## src/rtl/snake_pkg.sv

```systemverilog
// snake_pkg: state, collision and direction codes shared by the snake game blocks.
package snake_pkg;
    typedef enum logic [1:0] {
        ST_IDLE      = 2'b00,
        ST_PLAY      = 2'b01,
        ST_GAME_OVER = 2'b11
    } state_e;
    typedef enum logic [1:0] {
        COL_NONE  = 2'b00,
        COL_DEATH = 2'b01,
        COL_APPLE = 2'b10
    } coll_e;
    typedef enum logic [2:0] {
        DIR_IDLE,
        DIR_UP,
        DIR_DOWN,
        DIR_LEFT,
        DIR_RIGHT
    } dir_e;
endpackage

```

## src/rtl/frame_tick_counter.sv

```systemverilog
// frame_tick_counter: modulo-N counter of enabled frame_end pulses.
// Wrap is combinational on the enabled pulse that takes the count from N-1 back to 0.
module frame_tick_counter #(
    parameter int N = 8
) (
    input  logic clk,
    input  logic reset,
    input  logic clr,
    input  logic en,
    output logic wrap
);
    localparam int W = N > 1 ? $clog2(N) : 1;
    logic [W-1:0] cnt_q, cnt_d;
    always_comb begin
        wrap  = en && cnt_q == W'(N - 1);
        cnt_d = (clr || wrap) ? '0 : en ? cnt_q + 1'b1 : cnt_q;
    end
    always_ff @(posedge clk or posedge reset)
        if (reset) cnt_q <= '0;
        else       cnt_q <= cnt_d;
endmodule

```

## src/rtl/snake_game_ctrl.sv

```systemverilog
// snake_game_ctrl: IDLE/PLAY/GAME_OVER control, per-frame collision classification and move tick.
// Define SNAKE_SELF_COLLISION_EN to make head/body overlap end the game.
module snake_game_ctrl
    import snake_pkg::*;
#(
    parameter int BIT           = 10,
    parameter int UPDATE_FRAMES = 8,
    parameter int GO_FRAMES     = 60
) (
    input  logic           clk,
    input  logic           reset,
    input  logic           frame_end,
    input  logic [BIT-1:0] x_pos,
    input  logic [BIT-1:0] y_pos,
    input  logic           snake_head_active,
    input  logic           snake_body_active,
    input  logic           apple_active,
    input  logic           start_btn,
    output logic [1:0]     game_state,
    output logic [1:0]     collision,
    output logic           update,
    output logic [7:0]     score
);
    state_e     state_q, state_d;
    logic [1:0] coll_q, coll_d, prev_coll_q;
    logic [7:0] score_q, score_d;
    logic       start_q, update_q, update_d;
    logic       seen_head_q, apple_hit_q;
    logic       head_now, apple_now, self_now;
    logic       in_play, death, start_edge, upd_wrap, go_wrap;
    logic       unused_pos;

    // Current pixel is folded in so a flag coincident with frame_end counts for the ending frame
    assign head_now   = seen_head_q | snake_head_active;
    assign apple_now  = apple_hit_q | (snake_head_active & apple_active);
    assign in_play    = state_q == ST_PLAY;
    assign death      = in_play & (self_now | !head_now);
    assign start_edge = start_btn & !start_q;

`ifdef SNAKE_SELF_COLLISION_EN
    logic self_hit_q;
    assign self_now   = self_hit_q | (snake_head_active & snake_body_active);
    assign unused_pos = ^{x_pos, y_pos};
    always_ff @(posedge clk or posedge reset)
        if (reset) self_hit_q <= 1'b0;
        else       self_hit_q <= !frame_end && self_now;
`else
    assign self_now   = 1'b0;
    assign unused_pos = ^{x_pos, y_pos, snake_body_active};
`endif

    frame_tick_counter #(.N(UPDATE_FRAMES)) u_upd_cnt (
        .clk  (clk),
        .reset(reset),
        .clr  (!in_play),
        .en   (frame_end && in_play),
        .wrap (upd_wrap)
    );

    frame_tick_counter #(.N(GO_FRAMES)) u_go_cnt (
        .clk  (clk),
        .reset(reset),
        .clr  (state_q != ST_GAME_OVER),
        .en   (frame_end && state_q == ST_GAME_OVER),
        .wrap (go_wrap)
    );

    always_comb begin
        state_d = state_q;
        case (state_q)
            ST_IDLE:      if (start_edge) state_d = ST_PLAY;
            ST_PLAY:      if (frame_end && death) state_d = ST_GAME_OVER;
            ST_GAME_OVER: if (go_wrap) state_d = ST_IDLE;
            default:      state_d = ST_IDLE;
        endcase
        // A death result survives one cycle into GAME_OVER, then the non-PLAY force clears it
        coll_d   = !in_play ? COL_NONE : !frame_end ? coll_q :
                   death ? COL_DEATH : apple_now ? COL_APPLE : COL_NONE;
        update_d = upd_wrap && !death;
        score_d  = (state_q == ST_IDLE && start_edge) ? 8'd0 :
                   (coll_q == COL_APPLE && prev_coll_q != COL_APPLE && score_q != 8'hFF) ?
                   score_q + 8'd1 : score_q;
    end

    always_ff @(posedge clk or posedge reset) begin
        if (reset) begin
            state_q     <= ST_IDLE;
            coll_q      <= COL_NONE;
            prev_coll_q <= COL_NONE;
            score_q     <= 8'd0;
            start_q     <= 1'b0;
            update_q    <= 1'b0;
            seen_head_q <= 1'b0;
            apple_hit_q <= 1'b0;
        end else begin
            state_q     <= state_d;
            coll_q      <= coll_d;
            prev_coll_q <= coll_q;
            score_q     <= score_d;
            start_q     <= start_btn;
            update_q    <= update_d;
            seen_head_q <= !frame_end && head_now;
            apple_hit_q <= !frame_end && apple_now;
        end
    end

    assign game_state = state_q;
    assign collision  = coll_q;
    assign update     = update_q;
    assign score      = score_q;
endmodule

```

## config.mk

```make
export PLATFORM = sky130hd
export DESIGN_NAME = snake_game_ctrl
export DESIGN_NICKNAME = d
export VERILOG_FILES = /design/src/rtl/snake_pkg.sv /design/src/rtl/frame_tick_counter.sv /design/src/rtl/snake_game_ctrl.sv
export SDC_FILE = /design/constraint.sdc
export NUM_CORES = 1
export LEC_CHECK = 0
export CORE_MARGIN = 4
export CORE_UTILIZATION = 48
export CTS_CLUSTER_DIAMETER = 100
export DETAILED_ROUTE_END_ITERATION = 10
export PLACE_DENSITY_LB_ADDON = 0.15
export SLEW_MARGIN = 10
export SYNTH_ARGS = -nofsm -noshare
export SYNTH_HDL_FRONTEND = slang
export SYNTH_SLANG_ARGS = --single-unit
```

## constraint.sdc

```tcl
create_clock -name clk -period 4.3 [get_ports clk]
set_input_delay 0.43 -clock clk [delete_from_list [all_inputs] [get_ports clk]]
set_output_delay 0.43 -clock clk [all_outputs]
set_load 0.005 [all_outputs]
```

==> results.tsv, run 1 <==
stage	metric	value	unit
synth	Syn Nets	151	
die	Die H	58.90	um
clock_tree	clock sink count	27	
grt	gr usage total	14.86	%
run	max-cap violation count	0	
clock_tree	H-tree depth	1	
grt	vias in the first global route	927	
timing	RSZ-0062 raised after global routing	false	
status	status	completed	
detailed_routing	WL final	2.291	mm
synth	area fraction of the dominant cell type after synthesis	54.33	%
critical_path	WP data arrival	2.06	ns
placement	dpl cell area	1445	sq um
timing	Achievable Freq	550.9	MHz
critical_path	CP max stage delay	0.51	ns
clock_tree	CTS resizes	0	
synth	Yosys reg bits	27	
worst_hold_path	HP Class	reg -> reg	
clock_tree	cts bufs inserted	3	
grt	first-pass GRT wire length	3.967	mm
placement	input/output buffers	18	
synth	ys async rst share	100.0	%
clock_tree	Hold-fix buffers, CTS	0	
grt	total grt overflow	0	
synth	mapped cell area	1244	sq um
detailed_routing	vias per cell	5.541	
grt	initial antenna violation count	0	
critical_path	Startpoint Class	flip-flop	
critical_path	Setup CP Type	reg -> reg	
cells_and_area	Design Area, Final	1471	sq um
timing	minimum clock period	1.815	ns
pwr	Power Density	443.9	nW/um^2
detailed_routing	DR pass1 iterations	4	
timing	Hold Violations, Final	0	
synth	ys flop type	dfrtp_1	
clock_tree	CTS tree	built	
cells_and_area	P&R area growth vs syn	18.31	%
synth	cell taking the most area after synthesis	dfrtp_1	
detailed_routing	DRC viols	0	
synth	Unique masters post-synth	28	
pwr	Leak	0.6251	nW
timing	# setup viols final	0	
timing	Clock Skew	0.003725	ns
critical_path	crit-path cells	ha_1, nand3_1, o2111ai_4, or3_2, a21oi_1	
timing	Final TNS setup	0	ns
clock_tree	clock transition at the registers of the reported paths	0.14	ns
detailed_routing	DR iter-0 viols	21	
clock_tree	Skew-Pair Late Insertion Delay	0.32	ns
critical_path	Slowest-stage cell, CP	or3_2	
synth	ranking of synthesized cells by area	dfrtp_1 54%, a21oi_1 6.0%, nor2_1 5.1%	
timing	worst slew pin tran	0.9956	ns
synth	register area share after synthesis	54.33	%
timing	Pins Over Slew Limit	0	
grt	largest net degree at the start of global routing	28	
die	core area	2477	sq um
critical_path	CP Capture Type	flip-flop	
die	Ports	40	
placement	post-DP HPWL	1.650	mm
synth	Synth warnings	0	
synth	Cells after Synth	120	
cells_and_area	commonest cells after routing, fill and taps aside	27 x dfrtp_1, 18 x clkdlybuf4s50_1, 17 x nor2_1	
timing	final period utilization	42.22	%
critical_path	Critical Path Fanout Max	14	
die	Initial Util	50.20	%
cells_and_area	Layout Nets	172	
detailed_routing	Routed Antenna Nets	0	
cells_and_area	n_diodes	0	
cells_and_area	most common cell after layout, fill and taps aside	dfrtp_1	
synth	EDFF count, synth	0	
pwr	Max VDD drop	0.0002714	V
detailed_routing	post-DR wirelength/cell	13.48	um
cells_and_area	layout filler cell count	226	
clock_tree	Post-CTS Setup Repair Bufs	0	
synth	syn avg cell area	10.36	sq um
detailed_routing	vias	942	
die	die area	3469	sq um
placement	GPL Wtd Cong	0.8124	
clock_tree	Root Driver	clkbuf_4	
die	DIE WIDTH	58.90	um
cells_and_area	share of cells above drive strength 1	5.000	%
clock_tree	clk buf depth	2	
critical_path	worst endpoint required time	4.55	ns
die	FP Rows	18	
timing	slew margin rel.	33.55	%
stage by stage:
step	std cells	util, %	hold WS, ns	setup WS (ns)	power (W)
after floorplan	120	-	0.4137	2.703	0.0004565
after global placement	166	58.33	0.4269	2.208	0.0005449
after detailed placement	166	58.33	0.4258	2.201	0.0005550
after CTS	170	59.39	0.4620	2.470	0.0006632
after global routing	170	59.39	0.4830	2.377	0.0007040
final	170	59.39	0.4534	2.485	0.0006531
power by group:
group | total, W | internal, W | switching, W
clock | 0.000108 | 0.0000363 | 0.0000717
sequential | 0.000356 | 0.000301 | 0.0000557
combinational | 0.000189 | 0.0000991 | 0.0000897
total | 0.000653 | 0.000436 | 0.000217
worst max-delay path, delay by kind of cell (launching register included):
family	cells	cell delay [ns]
and+or+nand+nor	2	0.65
AOI/OAI and AO/OA	2	0.40
adders and majority gates	1	0.26
DFF	1	0.44
path summary, 6_finish.rpt:
check                             start                  to  slack [ns]  cells past startpoint
setup / recovery               score[0]            score[4]        2.48                      5
hold / removal             collision[0]      prev_coll_q[0]        0.45                      0
setup reg to reg               score[0]            score[4]        2.48                      5
hold reg to reg            collision[0]      prev_coll_q[0]        0.45                      0
max in group asynchronous         reset  u_upd_cnt.cnt_q[0]        3.08                      2
min in group asynchronous         reset            score[7]        0.62                      2
per-layer routing:
metal | wire length [um] | vias up | track usage, %
met2 | 1127 | 11 | 24.61
met4 | 42 | 0 | 8.091
met3 | 63 | 4 | 2.193
met5 | 0 | - | 0
met1 | 1058 | 460 | 18.54
li1 | - | 467 | -
cell families after synthesis:
kind of cell / synth area share [%]
buffers and inverters: 2.816
AOI/OAI and AO/OA: 12.27
DFF: 54.33
adders and majority gates: 4.024
xor gates and xnor gates: 3.522
muxes: 1.610
and+or+nand+nor: 21.43
cell type report:
| class | count | area, sq um | share of cell area [%] |
|---|---|---|---|
| Clock buffer | 4 | 26.28 | 1.786 |
| Inverter | 5 | 18.77 | 1.276 |
| Multi-Input combinational cell | 86 | 533.0 | 36.22 |
| Sequential cell | 27 | 675.6 | 45.92 |
| Tap cell | 30 | 37.54 | 2.551 |
| Timing Repair Buffer | 18 | 180.2 | 12.24 |
flip-flops by register name, summed over array words and instances, names as in the netlist:
| signal | cells |
|---|---|
| score | 8 |
| u_go_cnt.cnt_q | 6 |
| u_upd_cnt.cnt_q | 3 |
| collision | 2 |
| game_state | 2 |
| prev_coll_q | 2 |
| apple_hit_q | 1 |
| seen_head_q | 1 |
| start_q | 1 |
| update | 1 |
cells in the mapped netlist (2+ instances only):
| cell type | instances |
|---|---|
| ha_1 | 4 |
| mux2i_1 | 2 |
| or4_1 | 3 |
| nor2_1 | 17 |
| xnor2_1 | 3 |
| xor2_1 | 2 |
| nand2_1 | 8 |
| nand4_1 | 2 |
| nor3_1 | 4 |
| nand2b_1 | 2 |
| o21ai_0 | 4 |
| dfrtp_1 | 27 |
| o31ai_1 | 3 |
| or3_1 | 2 |
| nand3_1 | 7 |
| a21oi_1 | 15 |
| inv_1 | 4 |
Power figures use the tool's default switching activity.
==> run 2: changes to the inputs <==
- CORE_UTILIZATION: 48 -> 41
- clock period: 4.3 -> 1.45 ns (I/O delays scaled with it)
==> results.tsv, run 2 (synthesis gave the netlist of run 1 again) <==
stage	metric	value	unit	change
detailed_routing	DR pass1 iterations	4		unchanged
timing	Final TNS setup	-0.4057	ns	-0.4057 ns
critical_path	crit-path cells	ha_4, nand3_4, o2111ai_4, or4_1, a21oi_1		
critical_path	CP max stage delay	0.55	ns	+0.04 ns
pwr	Leak	0.8524	nW	+36%
timing	slew margin rel.	77.53	%	+44 points
timing	Clock Skew	0.01040	ns	+0.006679 ns
grt	total grt overflow	0		unchanged
pwr	Power Density	1262	nW/um^2	+180%
clock_tree	cts bufs inserted	3		unchanged
critical_path	Startpoint Class	flip-flop		
clock_tree	CTS tree	built		
detailed_routing	DRC viols	0		unchanged
placement	input/output buffers	18		unchanged
clock_tree	Skew-Pair Late Insertion Delay	0.32	ns	about the same
cells_and_area	most common cell after layout, fill and taps aside	buf_4		
critical_path	Critical Path Fanout Max	6		-8
clock_tree	clk buf depth	2		unchanged
timing	Hold Slack	0.1703	ns	-0.2831 ns
timing	# setup viols final	7		+7
placement	pre-CTS setup slack	-0.1044	ns	-2.306 ns
critical_path	Setup CP Type	reg -> reg		
timing	Achievable Freq	631.2	MHz	+15%
detailed_routing	DR iter-0 viols	39		+86%
cells_and_area	sequential cell area	678.2	sq um	+0.37%
detailed_routing	Routed Antenna Nets	0		unchanged
detailed_routing	WL final	2.680	mm	+17%
cells_and_area	max reg flops	8		unchanged
clock_tree	H-tree depth	1		unchanged
status	failing checks	setup timing		
worst_hold_path	HP Class	in -> async		
cells_and_area	P&R area growth vs syn	46.08	%	
critical_path	WP data arrival	1.84	ns	-0.22 ns
grt	initial antenna violation count	0		unchanged
critical_path	worst endpoint required time	1.71	ns	-2.84 ns
pwr	Max VDD drop	0.0006607	V	+140%
timing	minimum clock period	1.584	ns	-0.2310 ns
cells_and_area	layout filler cell count	243		+7.5%
detailed_routing	vias	1086		+15%
timing	final period utilization	109.3	%	+67 points
timing	final setup margin	-0.1343	ns	-2.619 ns
critical_path	CP bufs+invs	0		unchanged
grt	largest net degree at the start of global routing	28		unchanged
die	FP Rows	19		+1
clock_tree	Root Driver	clkbuf_4		
run	max-cap violation count	0		unchanged
critical_path	Slowest-stage cell, CP	or4_1		
cells_and_area	Core Util, Final	64.22	%	+4.8 points
grt	gr usage total	14.26	%	-0.60 points
critical_path	critical path's top delay family	simple AND/OR/NAND/NOR gates		
status	status	finished, violations left		
die	die area	3978	sq um	+15%
die	Ports	40		unchanged
cells_and_area	Layout Nets	205		+19%
clock_tree	clock sink count	27		unchanged
die	core area	2829	sq um	+14%
timing	Pins Over Slew Limit	0		unchanged
die	Die H	63.08	um	+7.1%
placement	GPL Wtd Cong	0.8194		+0.86%
clock_tree	clock transition at the registers of the reported paths	0.15	ns	about the same
cells_and_area	share of cells above drive strength 1	31.79	%	+27 points
timing	worst slew pin tran	0.3370	ns	-0.6586 ns
cells_and_area	fin cells	204		+20%
grt	vias in the first global route	1080		+17%
clock_tree	Hold-fix buffers, CTS	0		unchanged
grt	first-pass GRT wire length	4.629	mm	+17%
detailed_routing	vias per cell	5.324		-3.9%
cells_and_area	multi-input logic area	615.6	sq um	+15%
cells_and_area	n_diodes	0		unchanged
timing	Hold Violations, Final	0		unchanged
placement	# placed instances	187		+13%
die	Initial Util	43.96	%	-6.2 points
placement	post-DP HPWL	1.856	mm	+12%
timing	RSZ-0062 raised after global routing	true		
critical_path	CP Capture Type	flip-flop		
detailed_routing	post-DR wirelength/cell	13.14	um	-2.5%
cells_and_area	commonest cells after routing, fill and taps aside	29 x buf_4, 25 x dfrtp_1, 17 x nor2_1		
die	DIE WIDTH	63.08	um	+7.1%
## run 2: cell types whose count changed in the layout (fill, tap and decap cells not counted), moves of 2 or more
cell,delta
a21oi_1,-5
a21oi_2,+5
buf_4,+29
buf_6,+4
clkdlybuf4s50_1,-11
dfrtp_1,-2
dfrtp_2,+2
dlygate4sd2_1,+8
dlymetal6s2s_1,+2
ha_1,-2
nand3_1,-2
nand3_4,+2
o31ai_1,-2
## run 2: layout make-up
class                      count  share of cell area (%)
sequential                    27                   37.33
multi-input combinational     86                   33.88
timing repair buffer          51                   24.10
tap                           31                   2.135
clock buffer                   3                   1.240
inverter                       5                   1.033
clock inverter                 1                  0.2755
## run 2: repair_timing
action | in CTS | in global routing
endpoints found under the setup margin | 20 | 17
resized for setup | 17 | 16
pin swaps | 3 | 9
buffers inserted | 7 | 6
## run 2: worst min-delay path, cell delays in order
cell	delay (ns)
clkdlybuf4s50_1	0.40
inv_1	0.05
buf_4	0.32
## run 2: power by group
part	switching, W	total, W	internal (W)
sequential	0.000136	0.00103	0.000897
clock	0.000215	0.000318	0.000103
combinational	0.000422	0.000942	0.000519
total	0.000773	0.00229	0.00152
## run 2: worst paths after layout
path | start | slack [ns] | endpoint | depth (start not counted)
min in group clk | start_btn | 0.31 | start_q | 1
max in group asynchronous | reset | 1.00 | game_state[0] | 3
max reg2reg | score[1] | -0.13 | score[5] | 5
min reg2reg | seen_head_q | 0.51 | game_state[1] | 1
min | reset | 0.17 | score[7] | 3
max | score[1] | -0.13 | score[5] | 5
## run 2: per-layer routing
layer  vias to the layer above  GRT usage [%]  share of wire (%)
li1                        531              -                  -
met1                       537          16.14                 42
met2                        14          25.96                 54
met3                         4          2.309                2.6
met4                         0          6.612                1.4
met5                         -              0                  0
## run 2: through the flow
step / instance area [sq um] / power [W]
floorplan: 1251 / 0.001362
global placement: 1604 / 0.001757
detailed placement: 1604 / 0.001779
CTS: 1699 / 0.002131
global route: 1817 / 0.002470
finish: 1817 / 0.002292
==> run 3: changes to the inputs <==
- CORE_MARGIN: 4 -> not set
- SYNTH_HIERARCHICAL: not set -> 1
==> results.tsv, run 3 <==
stage	metric	value	unit	change
status	status	finished, violations left		
status	failing checks	setup timing		
pwr	Max VDD drop	0.0007034	V	+6.5%
die	core area	3028	sq um	+7.0%
die	die area	3384	sq um	-15%
cells_and_area	layout filler cell count	259		+6.6%
synth	ys async rst share	100.0	%	unchanged
critical_path	Critical Path Fanout Max	4		-2
pwr	Comb power frac	42.5	%	+1.4 points
clock_tree	cts bufs inserted	3		unchanged
detailed_routing	Routed Antenna Nets	0		unchanged
critical_path	CP bufs+invs	1		+1
cells_and_area	commonest cells after routing, fill and taps aside	26 x buf_4, 24 x dfrtp_1, 15 x nor2_1		
critical_path	Slowest-stage cell, CP	clkdlybuf4s50_1		
pwr	clock share of power	13.9	%	about the same
cells_and_area	n_diodes	0		unchanged
cells_and_area	Design Area, Final	1881	sq um	+3.5%
placement	dpl cell area	1699	sq um	+5.9%
synth	Unique masters post-synth	33		+18%
critical_path	Crit. path cell count	1		-4
timing	minimum clock period	1.492	ns	-0.09274 ns
placement	# placed instances	209		+12%
cells_and_area	multi-input logic area	689.4	sq um	+12%
timing	Final TNS setup	-0.07638	ns	+0.3293 ns
synth	ys flop type	dfrtp_1		
critical_path	Setup CP Type	reg -> out		
die	DIE WIDTH	58.18	um	-7.8%
timing	Clock Skew	0.002747	ns	-0.007657 ns
timing	Hold Violations, Final	0		unchanged
clock_tree	clock sink count	27		unchanged
synth	Synth warnings	6		+6
pwr	Power Density	1289	nW/um^2	+2.2%
synth	post-synthesis mux area share	2.321	%	+0.71 points
critical_path	worst endpoint required time	1.31	ns	-0.40 ns
timing	Hold Slack	0.02214	ns	-0.1482 ns
synth	Cells after Synth	126		+5.0%
critical_path	crit-path cells	clkdlybuf4s50_1		
clock_tree	Skew-Pair Late Insertion Delay	0.33	ns	about the same
cells_and_area	share of cells above drive strength 1	32.95	%	+1.2 points
synth	most frequent cells after synthesis	27 x dfrtp_1, 17 x nor2_1, 14 x a21oi_1		
critical_path	WP data arrival	1.35	ns	-0.49 ns
synth	Yosys reg bits	27		unchanged
placement	pre-CTS setup slack	-0.1607	ns	-0.05636 ns
cells_and_area	Layout Nets	208		+1.5%
detailed_routing	DRC viols	0		unchanged
synth	cell taking the most area after synthesis	dfrtp_1		
detailed_routing	vias per cell	5.100		-4.2%
clock_tree	CTS tree	built		
timing	worst slew pin tran	0.3030	ns	-0.03410 ns
die	Initial Util	42.73	%	-1.2 points
synth	XOR/XNOR Fraction of Synth Area	2.708	%	-0.81 points
pwr	Psw	0.0008431	W	+9.1%
pwr	Pint	0.001581	W	+4.1%
synth	simple-gate share of the synthesized area	22.92	%	+1.5 points
timing	Achievable Freq	670.4	MHz	+6.2%
grt	vias in the first global route	1098		+1.7%
timing	slew margin rel.	79.63	%	+2.1 points
pwr	Leak	0.8993	nW	+5.5%
synth	EDFF count, synth	0		unchanged
timing	# setup viols final	3		-4
synth	mapped cell area	1294	sq um	+4.0%
detailed_routing	post-DR wirelength/cell	13.23	um	+0.69%
critical_path	CP max stage delay	0.54	ns	about the same
clock_tree	H-tree depth	1		unchanged
critical_path	critical path's top delay family	buffers and inverters		
cells_and_area	P&R area growth vs syn	45.36	%	
clock_tree	clock transition at the registers of the reported paths	0.15	ns	about the same
synth	Syn Nets	157		+4.0%
grt	initial antenna violation count	0		unchanged
cells_and_area	most common cell after layout, fill and taps aside	buf_4		
placement	input/output buffers	18		unchanged
critical_path	Startpoint Class	flip-flop		
synth	post-synthesis adder-cell area fraction	3.868	%	-0.16 points
detailed_routing	DR iter-0 viols	24		-38%
detailed_routing	DR pass1 iterations	4		unchanged
synth	syn avg cell area	10.27	sq um	-0.93%
placement	post-DP HPWL	2.045	mm	+10%
synth	ranking of synthesized cells by area	dfrtp_1 52%, a21oi_1 5.4%, nor2_1 4.9%		
die	Die H	58.18	um	-7.8%
synth	area fraction of the dominant cell type after synthesis	52.22	%	-2.1 points
grt	first-pass GRT wire length	4.629	mm	unchanged
grt	largest net degree at the start of global routing	19		-32%
pwr	Reg power frac	43.6	%	-1.4 points
cells_and_area	max reg flops	8		unchanged
timing	final period utilization	102.9	%	-6.4 points
synth	register area share after synthesis	52.22	%	-2.1 points
synth	compound-gate portion of the synthesized area	13.06	%	+0.78 points
detailed_routing	WL final	2.910	mm	+8.6%
clock_tree	clk buf depth	2		unchanged
critical_path	R2R depth	5		unchanged
detailed_routing	vias	1122		+3.3%
timing	final setup margin	-0.04160	ns	+0.09274 ns
clock_tree	Root Driver	clkbuf_4		
worst_hold_path	HP Class	in -> async		
pwr	Switching Share	34.78	%	+1.1 points
grt	total grt overflow	0		unchanged
die	Ports	40		unchanged
cells_and_area	fin cells	220		+7.8%
cells_and_area	sequential cell area	679.4	sq um	+0.18%
synth	largest family of logic cells by synthesized area	simple AND/OR/NAND/NOR gates		
timing	Pins Over Slew Limit	0		unchanged
run	max-cap violation count	0		unchanged
timing	RSZ-0062 raised after global routing	true		
placement	GPL Wtd Cong	0.7125		-13%
clock_tree	Hold-fix buffers, CTS	0		unchanged
critical_path	CP Capture Type	primary output		
synth	top-count cell post-synth	dfrtp_1		
die	FP Rows	20		+1
grt	gr usage total	18.26	%	+4.0 points
run 3: timing repair:
item | CTS | global route
gates resized for setup | 12 | 22
pin swaps | 0 | 7
buffers inserted | 4 | 2
hold endpoints to repair | 0 | 0
endpoints found under the setup margin | 12 | 13
gates cloned | 0 | 1
run 3: cell families (layout without fill, tap and decap cells):
logic type                 Yosys count  count (layout)
AOI/OAI and AO/OA                   28              29
xor gates and xnor gates             4               4
adders and majority gates            4               4
buffers and inverters                8              57
DFF                                 27              27
muxes                                3               3
and+or+nand+nor                     52              52
run 3: area by class of cell:
cell class | instances | share of cell area, %
flip-flops and latches | 27 | 36.13
clock inverters | 1 | 0.2661
well taps | 44 | 2.927
multi-input cells | 92 | 36.66
repair buffers | 47 | 21.62
clock buffers | 3 | 1.198
inverters | 6 | 1.198
run 3: per-layer routing:
layer	GRT usage, %	vias up	wire, um
li1	-	548	-
met1	21.14	541	1301
met2	33.00	28	1491
met3	2.679	5	79
met4	8.503	0	38
met5	0	-	0
run 3: power by group through the flow:
stage | logic [W] | registers (W) | clock network (W)
after detailed placement | 0.000918 | 0.00105 | 0
after global routing | 0.00114 | 0.00108 | 0.000379
after floorplan | 0.000359 | 0.00108 | 0
after CTS | 0.000951 | 0.00103 | 0.000342
after global placement | 0.000885 | 0.00104 | 0
final | 0.00103 | 0.00106 | 0.000336
run 3: stage by stage:
stage | total power (W) | util [%]
finish | 0.002424 | 62.11
global route | 0.002595 | 62.11
CTS | 0.002326 | 58.35
detailed placement | 0.001972 | 56.12
floorplan | 0.001434 | -
global placement | 0.001930 | 56.12
run 3: worst paths after layout:
check / startpoint / endpoint / slack [ns]
min reg2reg: collision[1] / prev_coll_q[1] / 0.51
max reg2reg: score[0] / score[7] / -0.02
max in group asynchronous: reset / score[3] / 1.05
min: reset / u_upd_cnt/cnt_q[2] / 0.02
min in group clk: start_btn / start_q / 0.28
max: score[7] / score[7] / -0.04
